File: config.mk
export PLATFORM = sky130hd
export DESIGN_NAME = contador_sumador_param_flat
export DESIGN_NICKNAME = d
export VERILOG_FILES = /design/src/rtl/contador_sumador_param_if.sv /design/src/rtl/contador_sumador_param.sv /design/src/flat_wrapper.sv
export SDC_FILE = /design/constraint.sdc
export NUM_CORES = 1
export LEC_CHECK = 0
export CAP_MARGIN = 10
export CORE_ASPECT_RATIO = 0.75
export CORE_MARGIN = 1.5
export CORE_UTILIZATION = 30
export CTS_CLUSTER_SIZE = 20
export DETAILED_ROUTE_END_ITERATION = 8
export PLACE_DENSITY_LB_ADDON = 0.12
export SYNTH_ARGS = -nofsm -noshare
export SYNTH_HDL_FRONTEND = slang
export SYNTH_SLANG_ARGS = --single-unit
File: constraint.sdc
create_clock -name CLK -period 2.4 [get_ports CLK]
set_clock_uncertainty 0.15 [all_clocks]
set_input_delay 0.48 -clock CLK [delete_from_list [all_inputs] [get_ports CLK]]
set_output_delay 0.48 -clock CLK [all_outputs]
set_load 0.05 [all_outputs]
File: src/rtl/contador_sumador_param_if.sv
// contador_sumador_param_if
//   Bundles the operation bus of one contador_sumador_param slice.
//   The master side drives the command and operands. The slave side,
//   which is the arithmetic slice, returns the result and its flags.
//   Clock and reset are not part of the bundle.
//
//   ENB   : enable. 0 freezes all registered state.
//   MODO  : operation select.
//   A, B  : operands. A is also the load value; B is also the step value.
//   RCI   : ripple carry/borrow in.
//   Q     : registered result.
//   RCO   : registered carry/borrow out.
//   OVF   : sticky overflow flag.
//   ZERO  : combinational, high when Q is zero.
interface contador_sumador_param_if #(
  parameter int WIDTH = 4
);
  logic             ENB;
  logic [2:0]       MODO;
  logic [WIDTH-1:0] A;
  logic [WIDTH-1:0] B;
  logic             RCI;
  logic [WIDTH-1:0] Q;
  logic             RCO;
  logic             OVF;
  logic             ZERO;

  modport master (
    output ENB, MODO, A, B, RCI,
    input  Q, RCO, OVF, ZERO
  );

  modport slave (
    input  ENB, MODO, A, B, RCI,
    output Q, RCO, OVF, ZERO
  );
endinterface

File: src/rtl/contador_sumador_param.sv
// contador_sumador_param
//   N-bit registered arithmetic slice. It provides:
//     - one-shot A+B and A-B operations
//     - load
//     - accumulate up/down with carry/borrow in
//     - optional saturation
//     - a sticky overflow flag and a zero flag
//   Slices can be cascaded: the RCO of one slice drives the RCI of the
//   next slice.
//
//   Ports:
//     CLK   : clock. All state updates on the rising edge.
//     RESET : synchronous, active-high. Clears Q, RCO and OVF.
//     bus   : contador_sumador_param_if.slave, which carries
//             ENB, MODO, A, B and RCI in, and Q, RCO, OVF and ZERO out.
//
//   Parameters:
//     WIDTH : data width (>= 2).
//     SAT   : 1 = accumulate modes clamp at all-ones/zero; 0 = wrap.
module contador_sumador_param #(
  parameter int WIDTH = 4,
  parameter int SAT   = 0
) (
  input logic                      CLK,
  input logic                      RESET,
  contador_sumador_param_if.slave  bus
);

  localparam logic [2:0] MODE_HOLD = 3'b000;
  localparam logic [2:0] MODE_ADD  = 3'b001;
  localparam logic [2:0] MODE_SUB  = 3'b010;
  localparam logic [2:0] MODE_CLR  = 3'b011;
  localparam logic [2:0] MODE_LOAD = 3'b100;
  localparam logic [2:0] MODE_UP   = 3'b101;
  localparam logic [2:0] MODE_DOWN = 3'b110;

  // Unsigned x + y + cin at WIDTH+1 bits. The MSB is the carry out.
  function automatic logic [WIDTH:0] add_ext(
    input logic [WIDTH-1:0] x,
    input logic [WIDTH-1:0] y,
    input logic             cin
  );
    return {1'b0, x} + {1'b0, y} + {{WIDTH{1'b0}}, cin};
  endfunction

  // x - y - bin at WIDTH+1 bits, in two's complement.
  // The result lies in [-2^WIDTH, 2^WIDTH-1]. The MSB is therefore
  // exactly the borrow, that is, x < y + bin.
  function automatic logic [WIDTH:0] sub_ext(
    input logic [WIDTH-1:0] x,
    input logic [WIDTH-1:0] y,
    input logic             bin
  );
    return {1'b0, x} - {1'b0, y} - {{WIDTH{1'b0}}, bin};
  endfunction

  // Clamp on carry when saturation is enabled.
  function automatic logic [WIDTH-1:0] sat_up(
    input logic [WIDTH-1:0] sum,
    input logic             carry
  );
    if ((SAT != 0) && carry) return {WIDTH{1'b1}};
    return sum;
  endfunction

  // Clamp on borrow when saturation is enabled.
  function automatic logic [WIDTH-1:0] sat_down(
    input logic [WIDTH-1:0] diff,
    input logic             borrow
  );
    if ((SAT != 0) && borrow) return {WIDTH{1'b0}};
    return diff;
  endfunction

  logic [WIDTH-1:0] q_q, q_d;
  logic             rco_q, rco_d;
  logic             ovf_q, ovf_d;

  logic [WIDTH:0]   add_ab;
  logic [WIDTH:0]   sub_ab;
  logic [WIDTH:0]   acc_up;
  logic [WIDTH:0]   acc_dn;

  // Operand paths are computed unconditionally. MODO only selects
  // among them.
  always_comb begin
    add_ab = add_ext(bus.A, bus.B, bus.RCI);
    sub_ab = sub_ext(bus.A, bus.B, bus.RCI);
    acc_up = add_ext(q_q,   bus.B, bus.RCI);
    acc_dn = sub_ext(q_q,   bus.B, bus.RCI);
  end

  always_comb begin
    q_d   = q_q;
    rco_d = rco_q;
    ovf_d = ovf_q;
    if (bus.ENB) begin
      case (bus.MODO)
        MODE_ADD: begin
          q_d   = add_ab[WIDTH-1:0];
          rco_d = add_ab[WIDTH];
        end
        MODE_SUB: begin
          q_d   = sub_ab[WIDTH-1:0];
          rco_d = sub_ab[WIDTH];
        end
        MODE_CLR: begin
          q_d   = '0;
          rco_d = 1'b0;
          ovf_d = 1'b0;
        end
        MODE_LOAD: begin
          q_d   = bus.A;
          rco_d = 1'b0;
        end
        // Only the accumulate modes feed the sticky overflow flag.
        // The one-shot add/sub report their carry on RCO alone.
        MODE_UP: begin
          q_d   = sat_up(acc_up[WIDTH-1:0], acc_up[WIDTH]);
          rco_d = acc_up[WIDTH];
          ovf_d = ovf_q | acc_up[WIDTH];
        end
        MODE_DOWN: begin
          q_d   = sat_down(acc_dn[WIDTH-1:0], acc_dn[WIDTH]);
          rco_d = acc_dn[WIDTH];
          ovf_d = ovf_q | acc_dn[WIDTH];
        end
        // MODE_HOLD and the reserved encoding 111 keep the state.
        default: begin
        end
      endcase
    end
  end

  always_ff @(posedge CLK) begin
    if (RESET) begin
      q_q   <= '0;
      rco_q <= 1'b0;
      ovf_q <= 1'b0;
    end else begin
      q_q   <= q_d;
      rco_q <= rco_d;
      ovf_q <= ovf_d;
    end
  end

  assign bus.Q    = q_q;
  assign bus.RCO  = rco_q;
  assign bus.OVF  = ovf_q;
  assign bus.ZERO = (q_q == '0);

endmodule

File: src/flat_wrapper.sv
// flat-port wrapper written by rule: the top's interface ports become plain ports
module contador_sumador_param_flat 
#(
  parameter int WIDTH = 4,
  parameter int SAT   = 0
)
  (CLK, RESET, bus_ENB, bus_MODO, bus_A, bus_B, bus_RCI, bus_Q, bus_RCO, bus_OVF, bus_ZERO);
  contador_sumador_param_if #(.WIDTH(WIDTH)) bus_i ();
  input logic CLK;
  input logic RESET;
  input wire logic [$bits(bus_i.ENB)-1:0] bus_ENB;
  input wire logic [$bits(bus_i.MODO)-1:0] bus_MODO;
  input wire logic [$bits(bus_i.A)-1:0] bus_A;
  input wire logic [$bits(bus_i.B)-1:0] bus_B;
  input wire logic [$bits(bus_i.RCI)-1:0] bus_RCI;
  output wire logic [$bits(bus_i.Q)-1:0] bus_Q;
  output wire logic [$bits(bus_i.RCO)-1:0] bus_RCO;
  output wire logic [$bits(bus_i.OVF)-1:0] bus_OVF;
  output wire logic [$bits(bus_i.ZERO)-1:0] bus_ZERO;
  assign bus_i.ENB = bus_ENB;
  assign bus_i.MODO = bus_MODO;
  assign bus_i.A = bus_A;
  assign bus_i.B = bus_B;
  assign bus_i.RCI = bus_RCI;
  assign bus_Q = bus_i.Q;
  assign bus_RCO = bus_i.RCO;
  assign bus_OVF = bus_i.OVF;
  assign bus_ZERO = bus_i.ZERO;
  contador_sumador_param #(.WIDTH(WIDTH), .SAT(SAT)) u_core (.CLK(CLK), .RESET(RESET), .bus(bus_i));
endmodule
==> results.toml, run 1 <==
[power]
peakVddDrop_mv = 0.1920
leakage_nw = 0.8608
powerDensity_nw_per_um2 = 437.6

[cts]
cts_tree = "yes"
cts_inserted_buffers = 3
clock_path_buffers = 2
path_clk_slew_ps = 30
htreeDepth = 1
clkSinkCount = 6
root_buffer = "clkbuf_8"
clock_latency_ps = 220

[route]
drc_errors = 0
drt_iter0_markers = 65
vias = 1195
routedWlPerCell_um = 12.67
vias_per_cell = 4.596
postRouteAntennaNets = 0
dr.pass1.iters = 4
drt_wl_total_mm = 3.295

[die]
fp.dieW_um = 76.03
rows = 19
initial_core_util = 0.3195
ios = 22
die_area_um2 = 4392
core_um2 = 3756
die_h_um = 57.77

[logic_synthesis]
syn-cell-area_um2 = 1200
synth_edf_count = 0
synth-seq-cells = 6
avgSynthCellArea_um2 = 8.163
yosys_warnings = 0
synthesis.nets = 188
synth_cells = 147
async_flop_share = 0
yosysSeqAreaShare = 0.1001
synth_flop_cell = "dfxtp_1"
yosys.cell_types.count = 40

[timing]
report.final.slew_viol_count = 0
timing.fmax_mhz = 392.9
setup_violations = 5
rsz0062_at_grt = "yes"
fin_setup_tns_ps = -380.8
max-slew-margin-rel = 0.6691
fin_ws_ps = -144.9
hold_viol_final = 0
worst_pin_slew_ps = 494.7
min_period_ps = 2545
post-route-period-util = 1.060

[worst_setup_path]
crit_path_start_kind = "input port"
end_kind = "flop"
cp_max_fo = 3
crit_type = "input port to flop"
cp.arrival_ps = 2490
required_ps = 2350

[place]
place_congestion = 0.8299
dp_hpwl_mm = 2.668
portBuffers = 21
place_ws_ps = -881.8

[flow_run]
maxCapViolCount = 0

[final_layout]
final_layout_size_suffix_gt1_frac = 0.4183
final_nets = 250
diodes = 0
area_growth_pct = 65.38

[grt]
grt_use_total = 0.1617
grt_max_degree = 17
met2_usage = 0.2780
antenna_found_initial = 0
grt.overflow.total = 0
gr-max-usage-layer = "met2"
grt_use_met1 = 0.2204
grt_pass1_vias = 1235
grt_pass1_wl_mm = 5.644
grt_util_met3 = 0.01890

[hold_path]
hp-class = "flop to flop"

[status]
violations = "negative setup slack"
status = "complete, but fails checks"
[per-stage QoR]
| step | std cells | hold WS [ps] | instance area, µm² | power (mW) | util |
|---|---|---|---|---|---|
| after floorplan | 147 | 433.5 | 1219 | 0.4068 | - |
| after global placement | 246 | 310.1 | 1702 | 0.5961 | 0.4530 |
| after detailed placement | 246 | 315.0 | 1702 | 0.5975 | 0.4530 |
| after CTS | 260 | 319.7 | 1881 | 0.8209 | 0.5007 |
| after global routing | 260 | 331.2 | 1984 | 0.9337 | 0.5283 |
| final | 260 | 317.5 | 1984 | 0.8684 | 0.5283 |
[state kept, by name, summed over array words and instances (netlist names)]
signal	flops
u_core.bus.RCO	1
u_core.bus.OVF	1
u_core.bus.Q	4
[cells in the mapped netlist (2+ instances only)]
library cell  number  area, µm²
inv_1             19      71.32
ha_1              18      225.2
a21oi_1            9      45.04
fa_1               8      160.2
nand2_1            8      30.03
nor2_1             7      26.28
xnor2_1            7      61.31
a211oi_1           6      45.04
dfxtp_1            6      120.1
nand3b_1           4      30.03
nor3_1             4      20.02
o21ai_0            4      20.02
o22ai_1            4      25.02
xor2_1             4      35.03
buf_2              3      15.01
nor2b_1            3      18.77
a221oi_1           2      17.52
and2b_1            2      15.01
buf_6              2      22.52
inv_2              2      7.510
mux2i_1            2      20.02
nand2b_1           2      12.51
nand3_1            2      10.01
nor3b_1            2      15.01
o21bai_1           2      15.01
[layout make-up]
type / instances / area (µm²)
Timing Repair Buffer: 64 / 555.5
Multi-Input combinational cell: 113 / 1106
Fill cell: 370 / 1772
Tap cell: 52 / 65.06
Clock buffer: 4 / 45.04
Sequential cell: 6 / 123.9
Inverter: 21 / 88.84
[cell usage in the layout, fill, tap and decap left out, drive strengths merged, types with 2 or more instances in the layout]
cell type,netlist,layout
ha,18,18
nand2,9,9
clkbuf,1,4
o211ai,2,2
o21bai,2,2
xnor2,7,7
nor3,4,4
a211oi,6,6
fa,8,8
nor3b,2,2
a221oi,2,2
dfxtp,6,6
dlygate4sd2,0,2
xor2,4,4
nand3,2,2
mux2i,2,2
nor2b,3,3
inv,21,21
and2b,2,2
nand3b,4,4
buf,6,47
nand2b,2,2
a21oi,9,9
o22ai,4,4
o21ai,4,4
clkdlybuf4s50,0,15
nor2,7,7
[worst max-delay path: stages]
cell and delay [ps]:
buf_8 80, inv_4 30, fa_1 610, ha_2 230, nor2_4 40, fa_2 380
nand2_2 70, a21oi_2 50, xor2_1 180, a221oi_2 260, o31ai_1 90
[repair_timing]
item,4_1_cts,5_1_grt
endpoints found under the setup margin,6,6
hold buffers,0,0
pin swaps,22,9
resized for setup,37,20
buffers inserted,11,0
[kinds of logic (layout without fill, tap and decap cells)]
group / count (synthesis) / count (layout) / synth area share
simple gates: 39 / 39 / 0.1762
compound gates: 35 / 35 / 0.1981
buf+inv: 28 / 89 / 0.1074
fa+ha+maj: 26 / 26 / 0.3212
xor+xnor: 11 / 11 / 0.08029
flops: 6 / 6 / 0.1001
mux: 2 / 2 / 0.01668
[layer usage]
layer	part of all wire	vias up	wire length [µm]
li1	-	629	-
met1	0.51	550	1674
met2	0.46	14	1512
met3	0.028	2	92
met4	0.0046	0	15
met5	0	-	0
[final timing paths]
path                   startpoint               to  slack, ps  cells past startpoint
hold reg to reg    u_core.bus.OVF   u_core.bus.OVF        320                      2
setup reg to reg  u_core.bus.Q[0]  u_core.bus.Q[1]       -120                     10
hold / removal     u_core.bus.OVF   u_core.bus.OVF        320                      2
setup / recovery         bus_A[0]   u_core.bus.RCO       -140                     11
[power by group]
group	switching, mW	internal (mW)	total, mW
sequential	0.0130	0.110	0.123
combinational	0.286	0.300	0.586
clock	0.0457	0.114	0.160
Power figures use the tool's default switching activity.
==> inputs of run 2 (changes only) <==
--- a/config.mk
+++ b/config.mk
@@ -5,6 +5,7 @@
 export SDC_FILE = /design/constraint.sdc
 export NUM_CORES = 1
 export LEC_CHECK = 0
+export ABC_CLOCK_PERIOD_IN_PS = 2400
 export CAP_MARGIN = 10
 export CORE_ASPECT_RATIO = 0.75
 export CORE_MARGIN = 1.5
==> results of run 2 <==
The final DEF is identical to that of run 1; final timing and power are the same.
==> inputs of run 3 (changes only) <==
--- a/config.mk
+++ b/config.mk
@@ -13,6 +13,7 @@
 export CTS_CLUSTER_SIZE = 20
 export DETAILED_ROUTE_END_ITERATION = 8
 export PLACE_DENSITY_LB_ADDON = 0.12
+export REMOVE_ABC_BUFFERS = 1
 export SYNTH_ARGS = -nofsm -noshare
 export SYNTH_HDL_FRONTEND = slang
 export SYNTH_SLANG_ARGS = --single-unit
==> run 3 against run 2 <==
The flow still finishes with violations (negative setup slack). Total power shrank 6.6%. Wire length rose by 3.9%. Clock power shrank 3%. Sequential cell count did not move. Sequential share of layout area is 0.29 points higher. Final area is 6.4% lower. Register-to-register slack gained 20 ps. Clock-buffer cell count shrank 1. Fmax is 0.10% higher. Critical path type unchanged. Largest cell class unchanged. Largest power group unchanged.
==> results.toml, run 3 (same netlist as run 1, synthesis figures left out) <==
[worst_setup_path]
timing.reg2reg.setup_slack_ps = -100
max_stage_delay_ps = 590
slowest_stage = "fa_2"
reg2reg_depth = 10
required_ps = 2350
cp_top_family = "adder cells"
crit_type = "input port to flop"
cp_max_fo = 3
worstPathCellList = "buf_8 -> inv_4 -> fa_2 -> ha_2 -> nor2_4 -> fa_2 -> nor2_1 -> a21oi_1 -> o22ai_1 -> a211oi_1 -> a211oi_1"
crit_path_start_kind = "input port"
path_buf_inv = 2
reg2reg_to = "u_core.bus.Q[1]"
end_kind = "flop"
r2r_start = "u_core.bus.Q[0]"
cp.arrival_ps = 2490

[power]
powerDensity_nw_per_um2 = 436.3
pwr-share-comb = 0.658
seq_power_share = 0.151
net-switching-power_mw = 0.3267
switching_share = 0.4030
p_int_mw = 0.4840
peakVddDrop_mv = 0.1824
p_clk_frac = 0.191
leakage_nw = 0.8172

[final_layout]
most-common-layout-cells = "35 x buf_4, 16 x clkdlybuf4s50_1, 13 x inv_1, 13 x ha_1, 7 x inv_2"
regArea_um2 = 121.4
diodes = 0
area_growth_pct = 54.85
multiInputGateArea_um2 = 1044
design_area_um2 = 1858
final_common_cell = "buf_4"
fin_util = 0.4947
num-fill-cells = 396
final_nets = 244
largest_reg_flops = 4
final_layout_size_suffix_gt1_frac = 0.3781

[timing]
max-slew-margin-rel = 0.6694
min_period_ps = 2542
fin_hold_ws_ps = 316.5
timing.fmax_mhz = 393.4
fin_ws_ps = -142.2
setup_violations = 4
report.final.slew_viol_count = 0
rsz0062_at_grt = "yes"
worst_pin_slew_ps = 494.4
post-route-period-util = 1.059
fin_setup_tns_ps = -421.1
hold_viol_final = 0

[hold_path]
hold_end = "u_core.bus.OVF"
holdCritStartpoint = "u_core.bus.OVF"
hp-class = "flop to flop"
holdPathStages = 2

[place]
place_ws_ps = -929.4
placed_cell_area_um2 = 1690
dp_hpwl_mm = 2.814
portBuffers = 21
place_congestion = 0.8584

[cts]
htreeDepth = 1
cts_tree = "yes"
root_buffer = "clkbuf_8"
clkSinkCount = 6
cts_inserted_buffers = 3
path_clk_slew_ps = 40
cts-hold-fix-buffers = 0
clock_path_buffers = 2
clock_latency_ps = 220

[grt]
grt.overflow.total = 0
grt_pass1_wl_mm = 5.582
grt_use_total = 0.1604
grt_max_degree = 17
grt_pass1_vias = 1178
antenna_found_initial = 0

[flow_run]
maxCapViolCount = 0

[route]
postRouteAntennaNets = 0
drt_iter0_markers = 83
vias_per_cell = 4.893
routedWlPerCell_um = 13.53
dr.pass1.iters = 4
vias = 1238
drc_errors = 0
drt_wl_total_mm = 3.423

[status]
violations = "negative setup slack"
status = "complete, but fails checks"

[die]
ios = 22
core_um2 = 3756
fp.dieW_um = 76.03
die_area_um2 = 4392
rows = 19
die_h_um = 57.77
initial_core_util = 0.3195
[run 3: metrics by stage]
stage	power, mW	instances
after floorplan	0.3846	140
after global placement	0.5806	247
after detailed placement	0.5884	247
after CTS	0.8009	253
after global routing	0.8711	253
final	0.8107	253
[run 3: worst reg2reg max path, cell delays in order, from the launching register on]
cell      delay [ps]
dfxtp_2          320
inv_2             40
fa_2             550
ha_2             210
nor2_4            40
fa_2             520
nor2_1            40
a21oi_1          110
o22ai_1           80
a211oi_1         240
a211oi_1          70
[run 3: worst max-delay path by stage]
stage	start	to	slack, ps	depth (start not counted)
final	bus_RCI	u_core.bus.Q[1]	-140	11
after global placement	bus_RCI	u_core.bus.RCO	-920	12
after global routing	bus_RCI	u_core.bus.RCO	-300	12
after CTS	u_core.bus.Q[0]	u_core.bus.Q[1]	-180	10
after detailed placement	bus_RCI	u_core.bus.RCO	-930	12
after floorplan	u_core.bus.Q[0]	u_core.bus.RCO	-550	10
[run 3: area by class of cell]
| type | instances | share of cell area |
|---|---|---|
| repair buffers | 58 | 0.2721 |
| multi-input cells | 113 | 0.5616 |
| clock buffers | 3 | 0.02222 |
| inverters | 21 | 0.04377 |
| well taps | 52 | 0.03502 |
| flip-flops and latches | 6 | 0.06532 |
[run 3: metal layers]
| layer | track usage | vias to the layer above | part of all wire |
|---|---|---|---|
| met2 | 0.2587 | 30 | 0.46 |
| met5 | 0 | - | 0 |
| li1 | - | 616 | - |
| met4 | 0.04762 | 0 | 0.0032 |
| met3 | 0.01417 | 2 | 0.045 |
| met1 | 0.2314 | 590 | 0.49 |
[run 3: power by group through the flow]
stage | clock network (mW) | logic [mW] | registers [mW]
2_1_floorplan | 0 | 0.233 | 0.152
3_3_place_gp | 0 | 0.459 | 0.121
3_5_place_dp | 0 | 0.466 | 0.122
4_1_cts | 0.157 | 0.522 | 0.122
5_1_grt | 0.162 | 0.586 | 0.123
6_report | 0.155 | 0.534 | 0.122
[run 3: repair_timing]
action,4_1_cts,5_1_grt
gates resized for setup,40,11
pin swaps,19,9
buffers inserted,3,0
setup endpoints to repair,6,6
endpoints found under the hold margin,0,0
